==> src/rtl/vga_compositor_pkg.sv <==
// Shared types, colour tables and helpers for the VGA layer compositor.
// Tables are sized for the default 12-bit R:G:B (4 bits per channel) packing.
package vga_compositor_pkg;

    localparam int unsigned PIX_W           = 12;
    localparam int unsigned CHAN_W          = 4;
    localparam int unsigned NUM_MASK_COLORS = 3;
    localparam int unsigned NUM_BARS        = 8;

    typedef enum logic [1:0] {
        BASE_CAMERA  = 2'b00,
        BASE_CHANNEL = 2'b01,
        BASE_THRESH  = 2'b10,
        BASE_MASKS   = 2'b11
    } base_mode_e;

    typedef enum logic [1:0] {
        OVL_ALL    = 2'b00,
        OVL_LAYER0 = 2'b01,
        OVL_UPPER  = 2'b10,
        OVL_BARS   = 2'b11
    } ovl_mode_e;

    localparam logic [PIX_W-1:0] MASK_COLOR [NUM_MASK_COLORS] = '{12'hA26, 12'h5C9, 12'h25E};

    // White, yellow, cyan, green, magenta, red, blue, black
    localparam logic [PIX_W-1:0] TEST_BARS [NUM_BARS] = '{
        12'hFFF, 12'hFF0, 12'h0FF, 12'h0F0, 12'hF0F, 12'hF00, 12'h00F, 12'h000
    };

    function automatic logic [PIX_W-1:0] replicate_ch(input logic [CHAN_W-1:0] ch);
        return {ch, ch, ch};
    endfunction

endpackage

==> src/rtl/vga_priority_select.sv <==
// Combinational selector: the lowest-index visible layer wins.
module vga_priority_select
    import vga_compositor_pkg::*;
#(
    parameter int unsigned N = 4,
    parameter int unsigned W = 12
) (
    input  logic [N-1:0]   vis_i,
    input  logic [N*W-1:0] pixel_i,
    output logic           hit_c_o,
    output logic [W-1:0]   pixel_c_o
);

    always_comb begin
        hit_c_o   = 1'b0;
        pixel_c_o = '0;
        // Walk from the lowest priority upward so the lowest index overwrites last
        for (int i = int'(N) - 1; i >= 0; i--) begin
            if (vis_i[i]) begin
                hit_c_o   = 1'b1;
                pixel_c_o = pixel_i[i*W +: W];
            end
        end
    end

endmodule

==> src/rtl/vga_layer_compositor.sv <==
// Two-stage base-layer select plus prioritised overlay compositor with frame-latched mode.
// Define VGA_COMPOSITOR_ALPHA_EN to blend layer 0 50/50 with the layer beneath in overlay mode 00.
module vga_layer_compositor
    import vga_compositor_pkg::*;
#(
    parameter int unsigned PIXEL_W      = 12,
    parameter int unsigned CH_W         = 4,
    parameter int unsigned NUM_MASKS    = 3,
    parameter int unsigned NUM_OVERLAYS = 4,
    parameter int unsigned BLINK_FRAMES = 16
) (
    input  logic                            clk_in,
    input  logic                            rst_in,
    input  logic [3:0]                      sel_in,
    input  logic                            new_frame_in,
    input  logic [10:0]                     hcount_in,
    input  logic [9:0]                      vcount_in,
    input  logic                            hsync_in,
    input  logic                            vsync_in,
    input  logic                            blank_in,
    input  logic [PIXEL_W-1:0]              camera_pixel_in,
    input  logic [CH_W-1:0]                 camera_y_in,
    input  logic [CH_W-1:0]                 channel_in,
    input  logic [NUM_MASKS-1:0]            thresh_in,
    input  logic [NUM_OVERLAYS*PIXEL_W-1:0] overlay_pixel_in,
    input  logic [NUM_OVERLAYS-1:0]         overlay_en_in,
    input  logic [NUM_OVERLAYS-1:0]         blink_en_in,
    output logic [PIXEL_W-1:0]              pixel_out,
    output logic [10:0]                     hcount_out,
    output logic [9:0]                      vcount_out,
    output logic                            hsync_out,
    output logic                            vsync_out,
    output logic                            blank_out,
    output logic [3:0]                      active_sel_out
);

    localparam int unsigned BLINK_W = (BLINK_FRAMES > 1) ? $clog2(BLINK_FRAMES) : 1;

    logic [3:0]                      active_sel_q, active_sel_d;
    logic [BLINK_W-1:0]              blink_cnt_q, blink_cnt_d;
    logic                            blink_phase_q, blink_phase_d;

    logic [3:0]                      s1_sel_q;
    logic [PIXEL_W-1:0]              s1_base_q, s1_base_d;
    logic [NUM_OVERLAYS-1:0]         s1_vis_q, s1_vis_d;
    logic [NUM_OVERLAYS*PIXEL_W-1:0] s1_ovl_q;
    logic [10:0]                     s1_hcount_q;
    logic [9:0]                      s1_vcount_q;
    logic                            s1_hsync_q, s1_vsync_q, s1_blank_q;

    logic [PIXEL_W-1:0]              pixel_q, pixel_d;
    logic [10:0]                     hcount_q;
    logic [9:0]                      vcount_q;
    logic                            hsync_q, vsync_q, blank_q;
    logic [3:0]                      out_sel_q;

    // Select latch and blink counter; the pulse pixel already sees the updated values
    always_comb begin
        active_sel_d  = active_sel_q;
        blink_cnt_d   = blink_cnt_q;
        blink_phase_d = blink_phase_q;
        if (new_frame_in) begin
            active_sel_d = sel_in;
            if (blink_cnt_q == BLINK_W'(BLINK_FRAMES - 1)) begin
                blink_cnt_d   = '0;
                blink_phase_d = ~blink_phase_q;
            end else begin
                blink_cnt_d = blink_cnt_q + BLINK_W'(1);
            end
        end
    end

    // Stage 1: base pixel and per-layer visibility
    always_comb begin
        s1_base_d = camera_pixel_in;
        case (base_mode_e'(active_sel_d[1:0]))
            BASE_CAMERA:  s1_base_d = camera_pixel_in;
            BASE_CHANNEL: s1_base_d = replicate_ch(channel_in);
            BASE_THRESH:  s1_base_d = thresh_in[0] ? '1 : '0;
            BASE_MASKS: begin
                s1_base_d = replicate_ch(camera_y_in);
                for (int i = int'(NUM_MASKS) - 1; i >= 0; i--) begin
                    if (thresh_in[i] && (i < int'(NUM_MASK_COLORS))) begin
                        s1_base_d = MASK_COLOR[i];
                    end
                end
            end
            default: s1_base_d = camera_pixel_in;
        endcase
        for (int i = 0; i < int'(NUM_OVERLAYS); i++) begin
            s1_vis_d[i] = overlay_en_in[i]
                        && (overlay_pixel_in[i*PIXEL_W +: PIXEL_W] != '0)
                        && !(blink_en_in[i] && blink_phase_d);
        end
    end

    logic                    all_hit, upper_hit;
    logic [PIXEL_W-1:0]      all_pix, upper_pix, layer0_pix, beneath_pix, result;
    logic [NUM_OVERLAYS-1:0] upper_vis;

    assign upper_vis  = s1_vis_q & ~NUM_OVERLAYS'(1);
    assign layer0_pix = s1_ovl_q[PIXEL_W-1:0];

    vga_priority_select #(.N(NUM_OVERLAYS), .W(PIXEL_W)) u_sel_all (
        .vis_i     (s1_vis_q),
        .pixel_i   (s1_ovl_q),
        .hit_c_o   (all_hit),
        .pixel_c_o (all_pix)
    );

    vga_priority_select #(.N(NUM_OVERLAYS), .W(PIXEL_W)) u_sel_upper (
        .vis_i     (upper_vis),
        .pixel_i   (s1_ovl_q),
        .hit_c_o   (upper_hit),
        .pixel_c_o (upper_pix)
    );

`ifdef VGA_COMPOSITOR_ALPHA_EN
    logic [CH_W:0] blend_sum;
`endif

    // Stage 2: overlay composition and blanking
    always_comb begin
        beneath_pix = upper_hit ? upper_pix : s1_base_q;
        result      = s1_base_q;
`ifdef VGA_COMPOSITOR_ALPHA_EN
        blend_sum   = '0;
`endif
        case (ovl_mode_e'(s1_sel_q[3:2]))
            OVL_ALL: begin
`ifdef VGA_COMPOSITOR_ALPHA_EN
                result = beneath_pix;
                if (s1_vis_q[0]) begin
                    for (int c = 0; c < 3; c++) begin
                        blend_sum = {1'b0, layer0_pix[c*CH_W +: CH_W]}
                                  + {1'b0, beneath_pix[c*CH_W +: CH_W]};
                        result[c*CH_W +: CH_W] = blend_sum[CH_W:1];
                    end
                end
`else
                result = all_hit ? all_pix : s1_base_q;
`endif
            end
            OVL_LAYER0: result = s1_vis_q[0] ? layer0_pix : s1_base_q;
            OVL_UPPER:  result = beneath_pix;
            OVL_BARS:   result = TEST_BARS[s1_hcount_q[9:7]];
            default:    result = s1_base_q;
        endcase
        pixel_d = s1_blank_q ? '0 : result;
    end

    always_ff @(posedge clk_in or posedge rst_in) begin
        if (rst_in) begin
            active_sel_q  <= '0;
            blink_cnt_q   <= '0;
            blink_phase_q <= 1'b0;
            s1_sel_q      <= '0;
            s1_base_q     <= '0;
            s1_vis_q      <= '0;
            s1_ovl_q      <= '0;
            s1_hcount_q   <= '0;
            s1_vcount_q   <= '0;
            s1_hsync_q    <= 1'b0;
            s1_vsync_q    <= 1'b0;
            s1_blank_q    <= 1'b1;
            pixel_q       <= '0;
            hcount_q      <= '0;
            vcount_q      <= '0;
            hsync_q       <= 1'b0;
            vsync_q       <= 1'b0;
            blank_q       <= 1'b1;
            out_sel_q     <= '0;
        end else begin
            active_sel_q  <= active_sel_d;
            blink_cnt_q   <= blink_cnt_d;
            blink_phase_q <= blink_phase_d;
            s1_sel_q      <= active_sel_d;
            s1_base_q     <= s1_base_d;
            s1_vis_q      <= s1_vis_d;
            s1_ovl_q      <= overlay_pixel_in;
            s1_hcount_q   <= hcount_in;
            s1_vcount_q   <= vcount_in;
            s1_hsync_q    <= hsync_in;
            s1_vsync_q    <= vsync_in;
            s1_blank_q    <= blank_in;
            pixel_q       <= pixel_d;
            hcount_q      <= s1_hcount_q;
            vcount_q      <= s1_vcount_q;
            hsync_q       <= s1_hsync_q;
            vsync_q       <= s1_vsync_q;
            blank_q       <= s1_blank_q;
            out_sel_q     <= s1_sel_q;
        end
    end

    assign pixel_out      = pixel_q;
    assign hcount_out     = hcount_q;
    assign vcount_out     = vcount_q;
    assign hsync_out      = hsync_q;
    assign vsync_out      = vsync_q;
    assign blank_out      = blank_q;
    assign active_sel_out = out_sel_q;

endmodule
==> config.mk <==
export PLATFORM = sky130hd
export DESIGN_NAME = vga_layer_compositor
export DESIGN_NICKNAME = d
export VERILOG_FILES = /design/src/rtl/vga_compositor_pkg.sv /design/src/rtl/vga_priority_select.sv /design/src/rtl/vga_layer_compositor.sv
export SDC_FILE = /design/constraint.sdc
export NUM_CORES = 1
export LEC_CHECK = 0
export ABC_AREA = 1
export CORE_ASPECT_RATIO = 0.6
export CORE_UTILIZATION = 51
export DETAILED_ROUTE_END_ITERATION = 16
export GPL_TIMING_DRIVEN = 0
export PLACE_DENSITY = 0.95
export SETUP_SLACK_MARGIN = 0.15
export SLEW_MARGIN = 40
export SYNTH_ARGS = -nofsm -noshare
export SYNTH_HDL_FRONTEND = slang
export SYNTH_SLANG_ARGS = --single-unit
==> constraint.sdc <==
create_clock -name clk_in -period 7.9 [get_ports clk_in]
set_input_delay 0.79 -clock clk_in [delete_from_list [all_inputs] [get_ports clk_in]]
set_output_delay 0.79 -clock clk_in [all_outputs]
set_load 0.01 [all_outputs]
Yosys cells after proc, flatten, opt, wreduce, memory -nomap -nowiden
Memory sizes are Yosys's and may differ from the RTL's. Index checks and enable logic that the tools add are counted.

Bits in registers: 137. Logic and storage cells: 77. Bits in read-only memories: 96. Bits of input ports: 110. Output and inout bits: 40. Memories kept: 1.

Equal/unequal tests: 7. Reductions and logical operators: 22. $add $sub $neg: 1. Multiplexer cells: 24. Bitwise gates (word level): 2. Order comparisons: 1.

Memory list: (no name shown) (depth 8, bits a word 12, rd ports 1, clocked after memory_dff 0, write ports 0, line vga_layer_compositor.sv:146) `OVL_BARS: result = TEST_BARS[s1_hcount_q[9:7]];`.

Operators by type and width (count): two-way mux 12 bit (14); case mux 12 bit (4 select lines) (2); nonzero test 12 bit (4); logical AND 1 bit (12); equality test 2 bit, second input constant (4); two-way mux 1 bit (6); adder 4 x 1 -> 4 bit, second input constant (1); equality test 2 x 1 -> 1 bit, second input constant (2); equality test 4 bit, second input constant (1); >= comparator 4 bit, second input constant (1); logical NOT 1 bit (4); logical NOT 2 bit (2); two-way mux 4 bit (1); inverter 3 -> 4 bit (1); two-way mux 2 bit (1); inverter 1 bit (1).

Depth between registers and ports, before layout
Gate-level depths: netlist (run 1).

Depth after elaboration: 7. Mapped depth: 7. Mapped depth without buffers: 7.

By module
From an unflattened synthesis (run 1), not the netlist that was laid out.

Cell total of the unflattened synthesis: 704. Area, all modules: 6033.3 sq um.

By module, submodules not included: vga_layer_compositor (instances 1, sequential area each 3430.8 sq um, area each 5014.8 sq um, cells an instance 486); vga_priority_select (instances 2, sequential area each 0.0 sq um, area each 509.2 sq um, cells an instance 109).

Worst setup path after synthesis (run 1)
Ideal clock, no wire load.

Path kind: input to register. From: input new_frame_in. To: register s1_base_q[5]. Buffers on the path: 2. Required time: 7769 ps. Stages on the path: 7. Arrival: 1372 ps. Setup time: 131 ps. Setup slack: 6397 ps. Cells stage by stage: buf_6 nand2_4 nand2_4 inv_6 buf_12 nand3_2 nand4_1.

Longest elaborated chain between the ends: 3. Elaborated cells on any way between the ends: 6. Those cells by class: eq/ne (3); mux (2); reduce/logical (1).

Ends and longest elaborated chain: start, declared (line vga_layer_compositor.sv:15) `input logic new_frame_in,`; two-way mux 2 bit (*) (line vga_layer_compositor.sv:62) `if (new_frame_in) begin`; net active_sel_d[1] (line vga_layer_compositor.sv:39) `logic [3:0] active_sel_q, active_sel_d;`; equality test 2 bit (tied with other cells) (line vga_layer_compositor.sv:76) `case (base_mode_e'(active_sel_d[1:0]))`; case mux 12 bit (4 select lines) (*) (line vga_layer_compositor.sv:76); net s1_base_d[5] (line vga_layer_compositor.sv:44) `logic [PIXEL_W-1:0] s1_base_q, s1_base_d;`; end signal, assigned (line vga_layer_compositor.sv:178) `s1_base_q <= s1_base_d;`; end, declared (line vga_layer_compositor.sv:44).

Mark *: on every way through the listed nets, which the timed path passes. The rest lies on a longest branch. A chain may end at the register's enable or synchronous reset.

Worst setup path after layout (run 1)
From: register blank_q (netlist: blank_out). To: output blank_out.

RTL lines: start, declared (line vga_layer_compositor.sv:54) `logic hsync_q, vsync_q, blank_q;`; start signal, assigned (line vga_layer_compositor.sv:191) `blank_q <= s1_blank_q;`; end, declared (line vga_layer_compositor.sv:33) `output logic blank_out,`.

No word-level cell between the ends.

==> flow_metrics.tcl, run 1 <==
set metrics [dict create \
    worstPathRequired_ns 7.11 \
    crit_path_start_kind "flop" \
    first_iter_violations 270 \
    ant_nets 0 \
    pre_cts_slack_ns 5.61 \
    ys_warn_count 0 \
    status "complete, no violations" \
    ir_drop_uv 192 \
    coreArea_mm2 0.00988 \
    hold_viol 0 \
    fillers 652 \
    nets 787 \
    critPathKind "reg -> out" \
    dp.cells 792 \
    worstMarginPinSlew_ns 0.519 \
    synth_mux_area_share_pct 0 \
    synth-adder-area-share_pct 0.241 \
    grt_pass1_wl_um 20900 \
    port_buffers 148 \
    cts_max_level 4 \
    cap_violations 0 \
    die_w_um 132 \
    fmax_mhz 443 \
    synth-xor-area-share_pct 0.338 \
    instances_no_fill 824 \
    clk_latency_ns 0.42 \
    rows 28 \
    synth-compound-area-share_pct 2.36 \
    synth_top_family_by_area "simple AND/OR/NAND/NOR gates" \
    yosysTopAreaCell "dfrtp_1" \
    overflow 0 \
    rsz0062_at_grt "false" \
    area_growth_pct 44.1 \
    drc 0 \
    ys_types 31 \
    finalCritPeriodShare_pct 28.6 \
    synth_nets 619 \
    worst_path_max_delay_cell "dfstp_2" \
    worst_slack_ns 5.64 \
    rrSetupSlack_ns 6.49 \
    clock-sinks 137 \
    layout-drive-gt1-share_pct 10.7 \
    crit_path_end_kind "output port" \
    grt_usage_pct 26.9 \
    setup_tns_ns 0 \
    path_clk_slew_ns 0.06 \
    seq_area_frac_synth_pct 66.2 \
    yosys.area_share.simple_pct 25.1 \
    synth_cells 508 \
    crit_arrival_ns 1.47 \
    path_max_fanout 1 \
    syn_area_mm2 0.00518 \
    hpwl_um 9770 \
    io_pins 150 \
    final_cell_mix "clkdlybuf4s50_1, dfrtp_1, nand2_1" \
    worst-path-buf-inv 1 \
    yosysTopAreaCellShare_pct 65.2 \
    hp-start "s1_vcount_q[7]" \
    cts_buffer_depth 2 \
    diodes 0 \
    critPathLaunch "blank_out" \
    ys_ff_latch 137 \
    grt_pass1_vias 4211 \
    min_path_type "reg -> reg" \
    numCtsBuffers 17 \
    die_h_um 80.1 \
    cts-root-buf "clkbuf_16" \
    holdWs_ns 0.348 \
    start_util_pct 52.5 \
    slowest_delay_ns 0.53 \
    antenna_found_initial 0 \
    wl_um 13400 \
    syn_area_per_cell_um2 10.2 \
    synth.area.top_cells "dfrtp_1, nand2_1, nor2_1, nand3_1, inv_1" \
    power_density_mw_per_mm2 259 \
    gp_congestion 0.879 \
    cts_resized 0 \
    firstDrtPassIters 5 \
    maxSlewViolCount 0 \
    routedWlPerCell_um 16.3 \
    critical-path-top-delay-family "flip-flops" \
    crit_path_cell_trace "clkdlybuf4s50_1" \
    finalCoreUtilization_pct 75.6 \
    ctsHoldBuffers 0 \
    postCtsSetupRepairBufs 0 \
    grt_max_degree 77 \
    mostFrequentLayoutCell "clkdlybuf4s50_1" \
    dieArea_mm2 0.0106 \
    viasPerCell 5.05 \
    p_leak_nw 3.49 \
    skew_ns 0.00878 \
    cts_tree "built" \
    fin_crit_ns 2.26 \
    maxSlewHeadroom_pct 65.4 \
    vias 4158 \
    regToRegStartpoint "blink_cnt_q[0]" \
    finalSetupViolCount 0 \
]
per-stage QoR:
stage / instance area (um^2) / power, mW
detailed placement: 6870 / 1.14
CTS: 7470 / 1.95
floorplan: 5180 / 0.976
finish: 7470 / 1.94
global route: 7470 / 2.02
global placement: 6840 / 1.12
worst paths after layout:
path / to / cells after the start
setup / recovery: blank_out / 1
hold / removal: vcount_out[7] / 0
setup reg to reg: s1_vis_q[3] / 6
hold reg to reg: vcount_out[7] / 0
max in group asynchronous: s1_blank_q / 3
min in group asynchronous: s1_ovl_q[37] / 2
worst reg2reg max path: cells and delay by family, from the launching register on:
kind	cells	cell delay, ns
and+or+nand+nor	4	0.48
DFF	1	0.41
adders and majority gates	1	0.21
AOI/OAI and AO/OA	1	0.18
report_power, final:
group	internal (mW)	switching, mW	total [mW]
registers	0.766	0.0378	0.804
logic	0.151	0.179	0.329
clock network	0.478	0.328	0.806
Yosys cell counts, drive strengths merged:
| library cell | instances |
|---|---|
| a21oi | 17 |
| buf | 15 |
| clkbuf | 1 |
| dfrtp | 135 |
| dfstp | 2 |
| ha | 1 |
| inv | 43 |
| nand2 | 133 |
| nand3 | 43 |
| nand3b | 3 |
| nand4 | 13 |
| nor2 | 88 |
| nor3 | 1 |
| nor3b | 4 |
| o21ai | 6 |
| o21bai | 1 |
| xnor2 | 1 |
| xor2 | 1 |
sequential cells by signal (all words and copies together), names as in the netlist, 10 cells and up:
signal	count
s1_ovl_q	48
pixel_out	12
s1_base_q	12
hcount_out	11
s1_hcount_q	11
s1_vcount_q	10
vcount_out	10
metal layers:
layer | GRT usage [%] | wire length [um] | up-vias
li1 | - | - | 1933
met1 | 35.5 | 5940 | 2031
met2 | 43.6 | 6270 | 180
met3 | 8.46 | 1040 | 14
met4 | 7.47 | 155 | 0
met5 | 0 | 0 | -
cell type report:
type / instances / area (um^2) / share of cell area (%)
timing repair buffer: 149 / 1510 / 20.2
inverter: 43 / 179 / 2.39
multi-input combinational: 312 / 1450 / 19.4
tap: 135 / 169 / 2.26
clock buffer: 17 / 425 / 5.69
clock inverter: 15 / 178 / 2.38
sequential: 137 / 3430 / 45.9
buffer: 16 / 130 / 1.74
cell families after synthesis:
group | after synthesis
buffers and inverters | 59
AOI/OAI and AO/OA | 24
xor gates and xnor gates | 2
adders and majority gates | 1
DFF | 137
and+or+nand+nor | 285
Note: power is estimated with default switching activity, not from simulation.
==> inputs of run 2 (changes only) <==
--- a/config.mk
+++ b/config.mk
@@ -7,10 +7,10 @@
 export LEC_CHECK = 0
 export ABC_AREA = 1
 export CORE_ASPECT_RATIO = 0.6
-export CORE_UTILIZATION = 51
+export CORE_UTILIZATION = 47
 export DETAILED_ROUTE_END_ITERATION = 16
 export GPL_TIMING_DRIVEN = 0
-export PLACE_DENSITY = 0.95
+export PLACE_DENSITY = 0.91
 export SETUP_SLACK_MARGIN = 0.15
 export SLEW_MARGIN = 40
 export SYNTH_ARGS = -nofsm -noshare
==> constraint.sdc (replaced) <==
create_clock -name clk_in -period 2.3 [get_ports clk_in]
set_input_delay 0.23 -clock clk_in [delete_from_list [all_inputs] [get_ports clk_in]]
set_output_delay 0.23 -clock clk_in [all_outputs]
set_load 0.01 [all_outputs]
==> flow_metrics.tcl, run 2 (synthesis results as in run 1) <==
set metrics [dict create \
    status "complete, no violations" \
    worst-path-buf-inv 1 \
    io_pins 150 \
    largest_reg_flops 48 \
    mostFrequentLayoutCell "clkdlybuf4s50_1" \
    layout-drive-gt1-share_pct 11.3 \
    start_util_pct 48.8 \
    hpwl_um 9770 \
    crit_path_cell_trace "clkdlybuf4s50_1" \
    port_buffers 148 \
    cts_tree "built" \
    maxSlewViolCount 0 \
    clock-sinks 137 \
    path_max_fanout 1 \
    diodes 0 \
    critical-path-top-delay-family "flip-flops" \
    die_w_um 138 \
    totalPowerFinal_mw 6.81 \
    finalCoreUtilization_pct 71.4 \
    coreArea_mm2 0.0106 \
    instances_no_fill 832 \
    routedWlPerCell_um 15.6 \
    viasPerCell 4.90 \
    critPathKind "reg -> out" \
    worst_path_max_delay_cell "dfstp_2" \
    grt_pass1_wl_um 20400 \
    skew_ns 0.00492 \
    wl_met3_um 1120 \
    grt_max_degree 30 \
    min_path_type "in -> async" \
    largest-register "s1_ovl_q" \
    worstMarginPinSlew_ns 0.402 \
    cap_violations 0 \
    finalCritPeriodShare_pct 72.9 \
    final_cell_mix "clkdlybuf4s50_1, dfrtp_1, nand2_1" \
    dieArea_mm2 0.0115 \
    hold_viol 0 \
    wl_met2_um 5580 \
    cts_buffer_depth 2 \
    postCtsSetupRepairBufs 0 \
    cts-root-buf "clkbuf_16" \
    antenna_found_initial 0 \
    grt_pass1_vias 4079 \
    vias 4077 \
    crit_path_end_kind "output port" \
    gp_congestion 0.923 \
    overflow 0 \
    met1_length_um 6020 \
    power_density_mw_per_mm2 898 \
    fin_crit_ns 1.68 \
    rows 29 \
    clk_latency_ns 0.42 \
    crit_arrival_ns 1.45 \
    finalSetupViolCount 0 \
    worstPathRequired_ns 2.07 \
    ant_nets 0 \
    crit_path_start_kind "flop" \
    cts_resized 0 \
    p_leak_nw 3.55 \
    rsz0062_at_grt "false" \
    first_iter_violations 254 \
    ir_drop_uv 732 \
    drc 0 \
    die_h_um 83.4 \
    dp.cells 800 \
    slowest_delay_ns 0.52 \
    area_growth_pct 46.4 \
    numCtsBuffers 17 \
    routed.top_layer "met4" \
    fmax_mhz 596 \
    wl_um 13000 \
    nets 791 \
    holdWs_ns 0.122 \
    grt_usage_pct 24.5 \
    ctsHoldBuffers 0 \
    path_clk_slew_ns 0.06 \
    maxSlewHeadroom_pct 73.2 \
    firstDrtPassIters 5 \
    cts_max_level 4 \
]
## run 2: changes by cell type in the layout (fill, tap and decap cells not counted), sizes merged
cell      previous run  this run
inv                 53        48
buf                 16        20
clkinv               0         4
bufinv               2         4
clkinvlp             3         2
## run 2: cell type report
class | instances | area, um^2
clock inverter | 15 | 213
sequential | 137 | 3430
buffer | 16 | 130
multi-input combinational | 312 | 1450
timing repair buffer | 153 | 1590
fill | 745 | 3040
inverter | 43 | 175
clock buffer | 17 | 425
tap | 139 | 174
## run 2: path summary, 6_finish.rpt
kind / from / endpoint / slack, ns / cells past startpoint
setup / recovery: blank_out / blank_out / 0.62 / 1
hold / removal: rst_in / vsync_out / 0.12 / 2
setup reg to reg: blink_cnt_q[0] / s1_vis_q[2] / 0.85 / 7
hold reg to reg: s1_vcount_q[6] / vcount_out[6] / 0.35 / 0
max in group asynchronous: rst_in / s1_blank_q / 1.51 / 4
min in group clk_in: blank_in / s1_blank_q / 0.23 / 1
## run 2: power by group
part | internal (mW) | switching [mW] | total [mW]
clock network | 1.84 | 1.07 | 2.91
logic | 0.530 | 0.612 | 1.14
registers | 2.63 | 0.128 | 2.76
## run 2: routing by layer
layer / GRT usage (%) / vias to the layer above
met3: 7.39 / 21
li1: - / 1943
met1: 35.1 / 1943
met2: 35.0 / 170
met5: 0 / -
met4: 9.39 / 0
## run 2: stage by stage
stage | TNS, ns | worst slack (ns) | area (um^2)
3_5_place_dp | 0 | 0.557 | 6950
6_report | 0 | 0.622 | 7590
2_1_floorplan | 0 | 0.365 | 5190
4_1_cts | 0 | 0.600 | 7590
3_3_place_gp | -78.49 | -0.587 | 6840
5_1_grt | 0 | 0.579 | 7590
==> inputs of run 3 (changes only) <==
==> constraint.sdc (replaced) <==
create_clock -name clk_in -period 1.7 [get_ports clk_in]
set_input_delay 0.17 -clock clk_in [delete_from_list [all_inputs] [get_ports clk_in]]
set_output_delay 0.17 -clock clk_in [all_outputs]
set_load 0.01 [all_outputs]
==> flow_metrics.tcl, run 3 (synthesis results as in run 1) <==
set metrics [dict create \
    vias 4075 \
    power_density_mw_per_mm2 1210 \
    hold_viol 0 \
    finalCritPeriodShare_pct 87.5 \
    cap_violations 0 \
    finalCoreUtilization_pct 71.4 \
    die_h_um 83.4 \
    regToRegStartpoint "blink_cnt_q[0]" \
    numCtsBuffers 17 \
    r2r_end "s1_vis_q[2]" \
    ir_drop_uv 990 \
    skew_ns 0.00492 \
    firstDrtPassIters 5 \
    mostFrequentLayoutCell "clkdlybuf4s50_1" \
    rr_worst_depth 7 \
    largest-register "s1_ovl_q" \
    worst-path-buf-inv 1 \
    port_buffers 148 \
    crit_path_start_kind "flop" \
    critPathLaunch "hcount_out[4]" \
    crit_path_end_kind "output port" \
    die_w_um 138 \
    rrSetupSlack_ns 0.25 \
    maxSlewViolCount 0 \
    critPathKind "reg -> out" \
    worstPathRequired_ns 1.53 \
    fmax_mhz 673 \
    cts-root-buf "clkbuf_16" \
    nets 791 \
    clk_latency_ns 0.42 \
    fin_crit_ns 1.49 \
    finalSetupViolCount 0 \
    grt_max_degree 30 \
    first_iter_violations 254 \
    rsz0062_at_grt "false" \
    slowest_delay_ns 0.56 \
    hpwl_um 9770 \
    holdWs_ns 0.0624 \
    coreArea_mm2 0.0106 \
    path_max_fanout 1 \
    io_pins 150 \
    overflow 0 \
    final_cell_mix "clkdlybuf4s50_1, dfrtp_1, nand2_1" \
    viasPerCell 4.90 \
    totalPowerFinal_mw 9.22 \
    rows 29 \
    ctsHoldBuffers 0 \
    drc 0 \
    largest_reg_flops 48 \
    post_dp_cell_area_mm2 0.00695 \
    crit_arrival_ns 1.32 \
    min_path_type "in -> async" \
    grt_pass1_wl_um 20400 \
    layout-drive-gt1-share_pct 11.3 \
    maxSlewHeadroom_pct 73.1 \
    routedWlPerCell_um 15.6 \
    gp_congestion 0.923 \
    cp-endpoint "hcount_out[4]" \
    wl_um 13000 \
    diodes 0 \
    dieArea_mm2 0.0115 \
    clock-sinks 137 \
    area_growth_pct 46.4 \
    worstMarginPinSlew_ns 0.403 \
    start_util_pct 48.8 \
    grt_usage_pct 24.5 \
    final_cell_area_mm2 0.00759 \
    grt_pass1_vias 4079 \
    cts_buffer_depth 2 \
    status "complete, no violations" \
    critical-path-top-delay-family "buffers and inverters" \
    antenna_found_initial 0 \
    worst_path_max_delay_cell "clkdlybuf4s50_1" \
    cts_max_level 4 \
    ant_nets 0 \
    cts_tree "built" \
    crit_path_cell_trace "clkdlybuf4s50_1" \
    path_clk_slew_ns 0.06 \
    path_depth 1 \
    p_leak_nw 3.55 \
]
run 3: cell count changes in the layout (fill, tap and decap cells not counted), sizes merged:
cell / before / now
clkdlybuf4s50: 148 / 147
dlygate4sd2: 0 / 1
run 3: worst min path at each step:
stage | from | endpoint | slack (ns) | cells past startpoint
2_1_floorplan | blank_in | s1_blank_q | 0.17 | 0
3_3_place_gp | s1_hsync_q | hsync_out | 0.33 | 0
3_5_place_dp | s1_vcount_q[6] | vcount_out[6] | 0.33 | 0
4_1_cts | rst_in | vsync_out | 0.06 | 2
5_1_grt | rst_in | vsync_out | 0.06 | 2
6_report | rst_in | vsync_out | 0.06 | 2
run 3: stage by stage:
stage	std cells	worst slack (ns)	setup TNS, ns
floorplan	508	-0.176	-23.69
finish	832	0.213	0
global route	832	0.162	0
global placement	795	-1.13	-152.47
detailed placement	800	0.0175	0
CTS	832	0.172	0
run 3: what timing repair did:
action / in CTS / in global routing
resized for setup: 1 / 0
buffers inserted: 0 / 0
endpoints found under the setup margin: 1 / 0
run 3: layer usage:
layer / wire (um) / share of wire, % / up-vias / GRT usage (%)
li1: - / - / 1943 / -
met1: 6010 / 46 / 1939 / 35.1
met2: 5580 / 43 / 172 / 35.0
met3: 1130 / 8.7 / 21 / 7.39
met4: 224 / 1.7 / 0 / 9.39
met5: 0 / 0 / - / 0
run 3: area by class of cell:
class / instances / area, um^2
Inverter: 43 / 175
Timing Repair Buffer: 153 / 1590
Clock inverter: 15 / 213
Clock buffer: 17 / 425
Tap cell: 139 / 174
Multi-Input combinational cell: 312 / 1450
Buffer: 16 / 130
Sequential cell: 137 / 3430
Fill cell: 746 / 3040
run 3: report_power, final:
part | internal (mW) | switching [mW]
Combinational | 0.717 | 0.828
Sequential | 3.56 | 0.173
Clock | 2.49 | 1.45
Total | 6.77 | 2.45
